**config.mk**
```make
export PLATFORM = sky130hd
export DESIGN_NAME = bsg_router_credit_sender
export DESIGN_NICKNAME = d
export VERILOG_FILES = /design/src/rtl/bsg_router_credit_sender_pkg.sv /design/src/rtl/bsg_router_credit_counter.sv /design/src/rtl/bsg_router_credit_sender.sv
export SDC_FILE = /design/constraint.sdc
export NUM_CORES = 1
export LEC_CHECK = 0
export ABC_CLOCK_PERIOD_IN_PS = 3600
export CORE_MARGIN = 5
export CORE_UTILIZATION = 44
export CTS_BUF_LIST = sky130_fd_sc_hd__clkbuf_4 sky130_fd_sc_hd__clkbuf_8
export CTS_CLUSTER_DIAMETER = 40
export CTS_CLUSTER_SIZE = 10
export DETAILED_ROUTE_END_ITERATION = 16
export GPL_ROUTABILITY_DRIVEN = 0
export PLACE_DENSITY = 0.92
export SLEW_MARGIN = 20
export SYNTH_ARGS = -nofsm -noshare
export SYNTH_HDL_FRONTEND = slang
export SYNTH_HIERARCHICAL = 1
export SYNTH_SLANG_ARGS = --single-unit
```
**constraint.sdc**
```tcl
create_clock -name clk_i -period 3.6 [get_ports clk_i]
set_input_delay 0.36 -clock clk_i [delete_from_list [all_inputs] [get_ports clk_i]]
set_output_delay 0.36 -clock clk_i [all_outputs]
set_load 0.1 [all_outputs]
```
**src/rtl/bsg_router_credit_sender_pkg.sv**
```systemverilog
// Shared helpers for the credit-flow sender and its credit counter.
package bsg_router_credit_sender_pkg;

    // Width needed to hold a count from 0 up to and including n.
    function automatic int cnt_width(input int n);
        return $clog2(n + 1);
    endfunction

endpackage

```
**src/rtl/bsg_router_credit_counter.sv**
```systemverilog
// Up/down saturating credit counter with async reset to init_p and sticky overflow.
module bsg_router_credit_counter
    import bsg_router_credit_sender_pkg::*;
#(
    parameter int max_p = 2,
    parameter int init_p = max_p,
    localparam int width_lp = cnt_width(max_p)
) (
    input  logic                clk_i,
    input  logic                reset_i,
    input  logic                up_i,
    input  logic                down_i,
    output logic [width_lp-1:0] count_o,
    output logic                overflow_o
);

    localparam logic [width_lp-1:0] max_lp = width_lp'(max_p);
    localparam logic [width_lp-1:0] init_lp = width_lp'(init_p);

    logic at_max;
    logic at_zero;

    assign at_max = (count_o == max_lp);
    assign at_zero = (count_o == '0);

    always_ff @(posedge clk_i or posedge reset_i) begin
        if (reset_i) begin
            count_o <= init_lp;
            overflow_o <= 1'b0;
        end else begin
            if (up_i && !down_i) begin
                // A return with no slot outstanding saturates and is flagged.
                if (at_max) begin
                    overflow_o <= 1'b1;
                end else begin
                    count_o <= count_o + 1'b1;
                end
            end else if (down_i && !up_i && !at_zero) begin
                count_o <= count_o - 1'b1;
            end
        end
    end

endmodule

```
**src/rtl/bsg_router_credit_sender.sv**
```systemverilog
// Injects a valid/ready-and stream into a crossbar input using credit flow control.
module bsg_router_credit_sender
    import bsg_router_credit_sender_pkg::*;
#(
    parameter int width_p = 10,
    parameter int credits_p = 2,
    localparam int cnt_width_lp = cnt_width(credits_p)
) (
    input  logic                    clk_i,
    input  logic                    reset_i,
    input  logic                    v_i,
    input  logic [width_p-1:0]      data_i,
    output logic                    ready_and_o,
    output logic                    v_o,
    output logic [width_p-1:0]      data_o,
    input  logic                    credit_i,
    output logic [cnt_width_lp-1:0] credit_count_o,
    output logic                    all_credits_o,
    output logic                    overflow_o
);

    localparam logic [cnt_width_lp-1:0] full_lp = cnt_width_lp'(credits_p);

    logic send;

    // Ready comes only from registered state: no path from credit_i or v_i.
    assign ready_and_o = ~reset_i & (credit_count_o != '0);
    assign send = v_i & ready_and_o;
    assign all_credits_o = (credit_count_o == full_lp);

    bsg_router_credit_counter #(
        .max_p (credits_p),
        .init_p(credits_p)
    ) counter (
        .clk_i     (clk_i),
        .reset_i   (reset_i),
        .up_i      (credit_i),
        .down_i    (send),
        .count_o   (credit_count_o),
        .overflow_o(overflow_o)
    );

    always_ff @(posedge clk_i or posedge reset_i) begin
        if (reset_i) begin
            v_o <= 1'b0;
            data_o <= '0;
        end else begin
            v_o <= send;
            if (send) begin
                data_o <= data_i;
            end
        end
    end

endmodule

```
==> out/summary.txt, run 1 <==
CTS Hold Bufs: 0
YS warnings: 6
Global-route wire length before repair: 1990 um
H-tree depth: 1
Net count, final: 90
GR Util All Layers: 12.3%
CP endpoint kind: output pin
Max frequency: 0.399 GHz
Initial drt markers: 4
I/O Buffers: 29
Crit Path Class: reg2out
Antenna violations before repair: 0
Total Neg Setup Slack: 0 ns
Initial Utilization: 47.6%
CTS resizes: 0
DR vias: 436
Post-DRT Antenna Nets: 0
TritonCTS Buffers: 3
Mapped Nets: 57
Worst Setup Start Kind: register
Layout cells sized above 1: 25.3%
Status: finished, final reports clean
Worst-Skew Late Latency: 0.26 ns
Class of the worst hold path: in2async
Slowest cell on crit path: clkdlybuf4s50_1
Slew @ Worst Pin: 0.979 ns
Max Slew Vio Count: 0
Yosys reg bits: 14
Setup violators final: 0
Die area: 2280 sq um
Detailed-route wire length per cell: 13.3 um
Synth top area share: 51.9%
Diode count: 0
Final hold vios: 0
Top cells by area, synth: dfrtp_1 (52%), mux2_4 (22%), dfstp_2 (4.2%), o21ba_4 (2.6%), inv_1 (2.4%)
Drt pass-1 iters: 3
Syn Area/Cell: 14.6 sq um
Most area-hungry cell type in the Yosys netlist: dfrtp_1
CTS tree: built
Top cell family by delay on the critical path: buffers and inverters
Post-DP HPWL: 973 um
# rows: 13
P&R area growth vs syn: 52.9%
Vias per inst: 4.84
CP peak stage delay: 1.13 ns
Post-Route WL: 1200 um
Die Wd: 47.7 um
WP buf/inv: 1
Clk pin slew, worst setup/hold paths: 0.07 ns
Worst slew margin: 34.5%
Register area share after synthesis: 56.1%
Synth Cell Area: 627 sq um
Largest fanout on the critical path: 9
I/O pins: 30
Gate Count Post-Synth: 43
Cell variety after synth: 18
Post-CTS setup buffers: 0
# clock sinks: 14
Largest net degree at the start of global routing: 12
Number of global-route vias before repair: 475
Worst EP required: 3.24 ns
Critical path arrival: 2.15 ns
Crit-path cells: nor2b_1 -> clkdlybuf4s50_1
Post-route DRC: 0
RSZ-0062 raised after global routing: false
Worst Skew: 0.00204 ns
Core Region: 1320 sq um
Fin crit share: 69.6%
Tmin final: 2.51 ns
Chip height: 47.7 um
CTS Buffer Depth: 2
Total grt overflow: 0
Root Buffer: clkbuf_4
Maximum capacitance violations: 0
==> metal layers <==
layer | GRT usage [%] | up-vias | share of wire, %
met2 | 19.5 | 24 | 46
met3 | 3.38 | 0 | 12
met4 | 4.84 | 0 | 0
met1 | 15.9 | 201 | 41
li1 | - | 211 | -
met5 | 0 | - | 0
==> cell usage after synthesis (all sizes together) <==
cell type / n
dfstp: 1
a221o: 1
nor2b: 2
nor2: 2
nand2b: 1
dfrtp: 13
o21ba: 1
a21oi: 1
mux2: 10
and2b: 1
buf: 1
mux2i: 1
nor3b: 1
a31o: 1
nand2: 2
inv: 4
==> per-stage QoR <==
stage / instances / area (sq um) / setup slack (ns) / hold slack, ns / utilization, %
2_1_floorplan: 43 / 627 / 0.909 / 0.113 / -
3_3_place_gp: 86 / 922 / 1.39 / 0.461 / 70.0
3_5_place_dp: 86 / 922 / 1.36 / 0.460 / 70.0
4_1_cts: 90 / 958 / 1.08 / 0.331 / 72.7
5_1_grt: 90 / 958 / 1.03 / 0.356 / 72.7
6_report: 90 / 958 / 1.09 / 0.328 / 72.7
==> sequential cells by signal, indices dropped and copies added, names as in the netlist <==
name                flops
counter/count_o         2
data_o                 10
counter/overflow_o      1
v_o                     1
==> kinds of logic after synthesis <==
| group | Yosys count | share of synthesized area [%] |
|---|---|---|
| AO/OA/AOI/OAI | 4 | 6.39 |
| multiplexers | 11 | 25.0 |
| flip-flops | 14 | 56.1 |
| buffers and inverters | 5 | 4.19 |
| AND/OR/NAND/NOR | 9 | 8.38 |
==> path summary, 6_finish.rpt <==
kind	from	to	slack (ns)	depth (start not counted)
setup / recovery	counter/count_o[1]	all_credits_o	1.09	2
hold / removal	reset_i	counter/count_o[0]	0.33	2
min in group clk_i	counter/overflow_o	counter/overflow_o	0.47	1
max in group asynchronous	reset_i	v_o	2.87	2
hold reg to reg	counter/overflow_o	counter/overflow_o	0.47	1
setup reg to reg	counter/count_o[0]	counter/count_o[0]	1.72	6
==> layout make-up <==
class | count | area [sq um]
clock buffers | 4 | 36.3
multi-input cells | 24 | 249
flip-flops and latches | 14 | 352
well taps | 15 | 18.8
inverters | 4 | 15.0
fillers | 88 | 359
repair buffers | 29 | 288
==> layout by cell type (no fill, tap or decap) <==
master / count
mux2_2: 1
a221o_1: 1
nand2_2: 1
a21oi_1: 1
nor3b_1: 1
nand2b_1: 1
inv_1: 4
mux2_4: 9
o21ba_4: 1
and2b_2: 1
a31o_1: 1
dfrtp_1: 13
dfstp_2: 1
clkbuf_8: 1
nor2_1: 2
mux2i_1: 1
nor2b_1: 2
nand2_1: 1
clkdlybuf4s50_1: 28
buf_4: 1
clkbuf_4: 3
Power of run 1 is left out: the tool's default activity adds up to more than one toggle a clock period on the data nets, which glitch-free logic cannot reach.
==> inputs of run 2 (changes only) <==
--- a/config.mk
+++ b/config.mk
@@ -5,15 +5,15 @@
 export SDC_FILE = /design/constraint.sdc
 export NUM_CORES = 1
 export LEC_CHECK = 0
-export ABC_CLOCK_PERIOD_IN_PS = 3600
+export ABC_CLOCK_PERIOD_IN_PS = 2500
 export CORE_MARGIN = 5
-export CORE_UTILIZATION = 44
+export CORE_UTILIZATION = 41
 export CTS_BUF_LIST = sky130_fd_sc_hd__clkbuf_4 sky130_fd_sc_hd__clkbuf_8
 export CTS_CLUSTER_DIAMETER = 40
 export CTS_CLUSTER_SIZE = 10
 export DETAILED_ROUTE_END_ITERATION = 16
 export GPL_ROUTABILITY_DRIVEN = 0
-export PLACE_DENSITY = 0.92
+export PLACE_DENSITY = 0.87
 export SLEW_MARGIN = 20
 export SYNTH_ARGS = -nofsm -noshare
 export SYNTH_HDL_FRONTEND = slang
==> constraint.sdc (replaced) <==
create_clock -name clk_i -period 2.5 [get_ports clk_i]
set_input_delay 0.25 -clock clk_i [delete_from_list [all_inputs] [get_ports clk_i]]
set_output_delay 0.25 -clock clk_i [all_outputs]
set_load 0.1 [all_outputs]
==> run 2 against run 1 <==
  * First-iteration DRC count fell by 100%
  * Routed wire length is 0.17% higher
  * Critical path depth unchanged
  * Clock-buffer cell count unchanged
  * Non-clock buffer count is 1 higher
  * Via count up 2.5%
==> out/summary.txt, run 2 (synthesized netlist as in run 1, its figures left out) <==
Maximum capacitance violations: 0
Worst slew margin: 72.7%
GR Util All Layers: 11.0%
Slowest cell on crit path: dfstp_2
Final worst slack: 0.902 ns
Tmin final: 1.60 ns
Crit Path Class: reg2out
CP Capture Point: ready_and_o
Layout cells sized above 1: 47.4%
Number of global-route vias before repair: 486
Worst-Skew Late Latency: 0.27 ns
Fin crit share: 63.9%
Status: finished, final reports clean
Most common cell after layout, fill and taps aside: buf_4
Chip height: 49.1 um
Vias per inst: 4.86
FF-to-FF path depth: 5
Critical path arrival: 1.35 ns
Top reg by flops: data_o
Core Region: 1470 sq um
Placed Area: 896 sq um
Final hold vios: 0
Largest fanout on the critical path: 9
I/O pins: 30
Worst Setup Start Kind: register
Post-route DRC: 0
Diode count: 0
Global-route wire length before repair: 2010 um
Max Slew Vio Count: 0
Root Buffer: clkbuf_4
Max frequency: 0.626 GHz
RSZ-0062 raised after global routing: false
Largest register FFs: 10
Post-layout instance area: 932 sq um
Post-CTS setup buffers: 0
Net count, final: 91
I/O Buffers: 29
Crit-path cells: o21ba_4 -> buf_4
Clk pin slew, worst setup/hold paths: 0.08 ns
# clock sinks: 14
H-tree depth: 1
Setup violators final: 0
Class of the worst hold path: in2async
CTS resizes: 0
Number of fillers in the final layout: 125
Post-DRT Antenna Nets: 0
Initial drt markers: 0
Total Neg Setup Slack: 0 ns
P&R area growth vs syn: 48.7%
Reg2reg setup slack: 0.91 ns
Initial Utilization: 42.6%
TritonCTS Buffers: 3
Detailed-route wire length per cell: 13.0 um
CTS Hold Bufs: 0
Die area: 2410 sq um
Worst EP required: 2.25 ns
DR vias: 447
CP endpoint kind: output pin
Largest registers: data_o: 10 flops, counter/count_o: 2 flops
Post-Route WL: 1200 um
CTS Buffer Depth: 2
R2r endpoint: counter/count_o[0]
Worst setup path start: counter/count_o[1]
Commonest cells after routing, fill and taps aside: buf_4 (17), dfrtp_1 (13), clkdlybuf4s50_1 (13), mux2_4 (9), inv_1 (4)
Worst Skew: 0.00389 ns
Slew @ Worst Pin: 0.409 ns
Drt pass-1 iters: 1
Largest net degree at the start of global routing: 12
# rows: 14
Total grt overflow: 0
Hold WS: 0.193 ns
Worst r2r src: counter/count_o[1]
CP peak stage delay: 0.62 ns
Die Wd: 49.1 um
Antenna violations before repair: 0
CTS tree: built
Dpl ws: 0.750 ns
## run 2: cell count changes in the layout (fill, tap and decap cells not counted)
| cell | previous run | this run |
|---|---|---|
| buf_4 | 1 | 17 |
| clkdlybuf4s50_1 | 28 | 13 |
| nor2b_1 | 2 | 1 |
| nor2b_2 | 0 | 1 |
## run 2: metal layers
metal | wire (um) | track usage, % | part of all wire (%) | vias to the layer above
li1 | - | - | - | 209
met1 | 498 | 12.5 | 42 | 210
met2 | 524 | 16.1 | 44 | 25
met3 | 145 | 5.81 | 12 | 3
met4 | 29 | 6.73 | 2.4 | 0
met5 | 0 | 0 | 0 | -
## run 2: through the flow
stage	std cells	utilization [%]
3_5_place_dp	88	60.9
4_1_cts	92	63.4
6_report	92	63.4
2_1_floorplan	43	-
5_1_grt	92	63.4
3_3_place_gp	88	60.9
## run 2: final cells by class
cell class              instances  area, sq um  share of cell area [%]
repair buffers                 30          258                    27.7
flip-flops and latches         14          352                    37.7
inverters                       4         15.0                    1.61
well taps                      16         20.0                    2.15
multi-input cells              24          251                    27.0
clock buffers                   4         36.3                    3.89
## run 2: how the worst min path moves through the flow
stage | end | slack [ns] | cells past startpoint
after global placement | counter/overflow_o | 0.47 | 1
final | counter/count_o[0] | 0.19 | 2
after global routing | counter/count_o[0] | 0.18 | 2
after CTS | counter/count_o[0] | 0.18 | 2
after detailed placement | counter/overflow_o | 0.46 | 1
after floorplan | counter/count_o[0] | 0.003 | 1
## run 2: worst max-delay path, delay by kind of cell (launching register included)
| family | cells | cell delay [ns] |
|---|---|---|
| flip-flops | 1 | 0.62 |
| buffers and inverters | 1 | 0.28 |
| AO/OA/AOI/OAI | 1 | 0.17 |
Power of run 2 is left out for the same reason.
==> inputs of run 3 (changes only) <==
--- a/config.mk
+++ b/config.mk
@@ -5,7 +5,7 @@
 export SDC_FILE = /design/constraint.sdc
 export NUM_CORES = 1
 export LEC_CHECK = 0
-export ABC_CLOCK_PERIOD_IN_PS = 2500
+export ABC_CLOCK_PERIOD_IN_PS = 1500
 export CORE_MARGIN = 5
 export CORE_UTILIZATION = 41
 export CTS_BUF_LIST = sky130_fd_sc_hd__clkbuf_4 sky130_fd_sc_hd__clkbuf_8
==> constraint.sdc (replaced) <==
create_clock -name clk_i -period 1.5 [get_ports clk_i]
set_input_delay 0.15 -clock clk_i [delete_from_list [all_inputs] [get_ports clk_i]]
set_output_delay 0.15 -clock clk_i [all_outputs]
set_load 0.1 [all_outputs]
==> run 3 against run 2 <==
  * Routed wire length is 19% higher
  * Non-clock buffer count increased by 8
  * Via count is 7.4% higher
  * First-iteration DRC count unchanged
  * The run now ends with negative setup slack left
  * Design area is 32% higher
  * Cell count grew 8.7%
  * Global-route usage rose by 2.5 points
  * Die area stayed put
  * Flip-flop and latch count is the same
==> out/summary.txt, run 3 (synthesized netlist as in run 1, its figures left out) <==
Crit Path Class: reg2reg
Die Wd: 49.1 um
Core Region: 1470 sq um
Initial Utilization: 42.6%
Placed Area: 1150 sq um
Worst Skew: 0.00182 ns
Post-Route WL: 1430 um
Largest registers: data_o: 10 flops, counter/count_o: 2 flops
Detailed-route wire length per cell: 14.3 um
I/O pins: 30
Slowest cell on crit path: dfstp_4
Drt pass-1 iters: 1
Worst slew margin: 72.9%
RSZ-0062 raised after global routing: true
Total Neg Setup Slack: -0.0628 ns
Number of fillers in the final layout: 79
GR Util All Layers: 13.5%
# clock sinks: 14
Critical path arrival: 1.71 ns
# rows: 14
Fin crit share: 103%
Status: finished, violations left
Final worst slack: -0.0436 ns
Reg2reg setup slack: -0.04 ns
CP endpoint kind: register
Post-DP HPWL: 1130 um
Most common cell after layout, fill and taps aside: buf_12
Commonest cells after routing, fill and taps aside: buf_12 (17), clkdlybuf4s50_1 (13), dfrtp_1 (12), mux2_4 (10), buf_4 (7)
Initial drt markers: 0
Root Buffer: clkbuf_4
Setup violators final: 2
Slew @ Worst Pin: 0.407 ns
CTS tree: built
Global-route wire length before repair: 2450 um
Failing checks: negative setup slack
Max frequency: 0.648 GHz
Worst-Skew Late Latency: 0.28 ns
Die area: 2410 sq um
Number of global-route vias before repair: 511
Largest register FFs: 10
Finished Layout Cells: 100
Chip height: 49.1 um
P&R area growth vs syn: 95.8%
WP buf/inv: 1
Largest net degree at the start of global routing: 12
Post-layout instance area: 1230 sq um
CP peak stage delay: 0.63 ns
Top cell family by delay on the critical path: flip-flops
Vias per inst: 4.80
Tmin final: 1.54 ns
TritonCTS Buffers: 3
Maximum capacitance violations: 0
Worst Setup Start Kind: register
Max Slew Vio Count: 0
Multi-input gate area: 265 sq um
Top reg by flops: data_o
Layout cells sized above 1: 54.8%
CTS Buffer Depth: 2
Register Area: 357 sq um
DR vias: 480
Post-DRT Antenna Nets: 0
Final hold vios: 0
Post-route DRC: 0
CTS Hold Bufs: 0
Diode count: 0
Clk pin slew, worst setup/hold paths: 0.08 ns
Class of the worst hold path: in2async
Antenna violations before repair: 0
Placed Instances: 93
I/O Buffers: 29
Largest fanout on the critical path: 4
Worst EP required: 1.67 ns
Net count, final: 99
Crit-path cells: o21ba_4 -> nand2_4 -> inv_2 -> and2b_2 -> a221o_1
H-tree depth: 1
Fin util: 83.4%
Total grt overflow: 0
-- run 3: through the flow --
stage          worst slack (ns)  hold slack, ns
2_1_floorplan            -0.699         -0.0972
3_3_place_gp            -0.0517           0.475
3_5_place_dp             -0.109           0.490
4_1_cts                 -0.0439           0.180
5_1_grt                 -0.0717           0.195
6_report                -0.0436           0.182
-- run 3: metal layers --
layer  track usage, %  part of all wire, %  up-vias
met2             21.2                   54       17
met4             9.42                  2.3        0
met1             14.5                   36      232
met3             5.50                  7.2        4
met5                0                    0        -
li1                 -                    -      227
-- run 3: cell type report --
class	count	area share (%)
Sequential cell	14	29.1
Tap cell	16	1.63
Inverter	4	1.22
Multi-Input combinational cell	24	21.6
Timing Repair Buffer	38	43.5
Clock buffer	4	2.96
-- run 3: path summary, 6_finish.rpt --
kind	startpoint	to	depth (start not counted)
max in group asynchronous	reset_i	data_o[9]	3
worst max-delay path	counter/count_o[1]	counter/count_o[0]	5
worst min register to register	counter/overflow_o	counter/overflow_o	1
min in group clk_i	data_i[2]	data_o[2]	2
worst max register to register	counter/count_o[1]	counter/count_o[0]	5
worst min-delay path	reset_i	counter/overflow_o	3
-- run 3: worst register-to-register path: cells and delay by family, from the launching register on --
family,cells,cell delay [ns]
AO/OA/AOI/OAI,2,0.47
AND/OR/NAND/NOR,2,0.29
flip-flops,1,0.63
buffers and inverters,1,0.06
-- run 3: repair_timing --
item | in CTS | in global routing
gates resized for setup | 2 | 0
buffers inserted | 1 | 2
pin swaps | 1 | 0
setup endpoints to repair | 4 | 4
Power of run 3 is left out for the same reason.
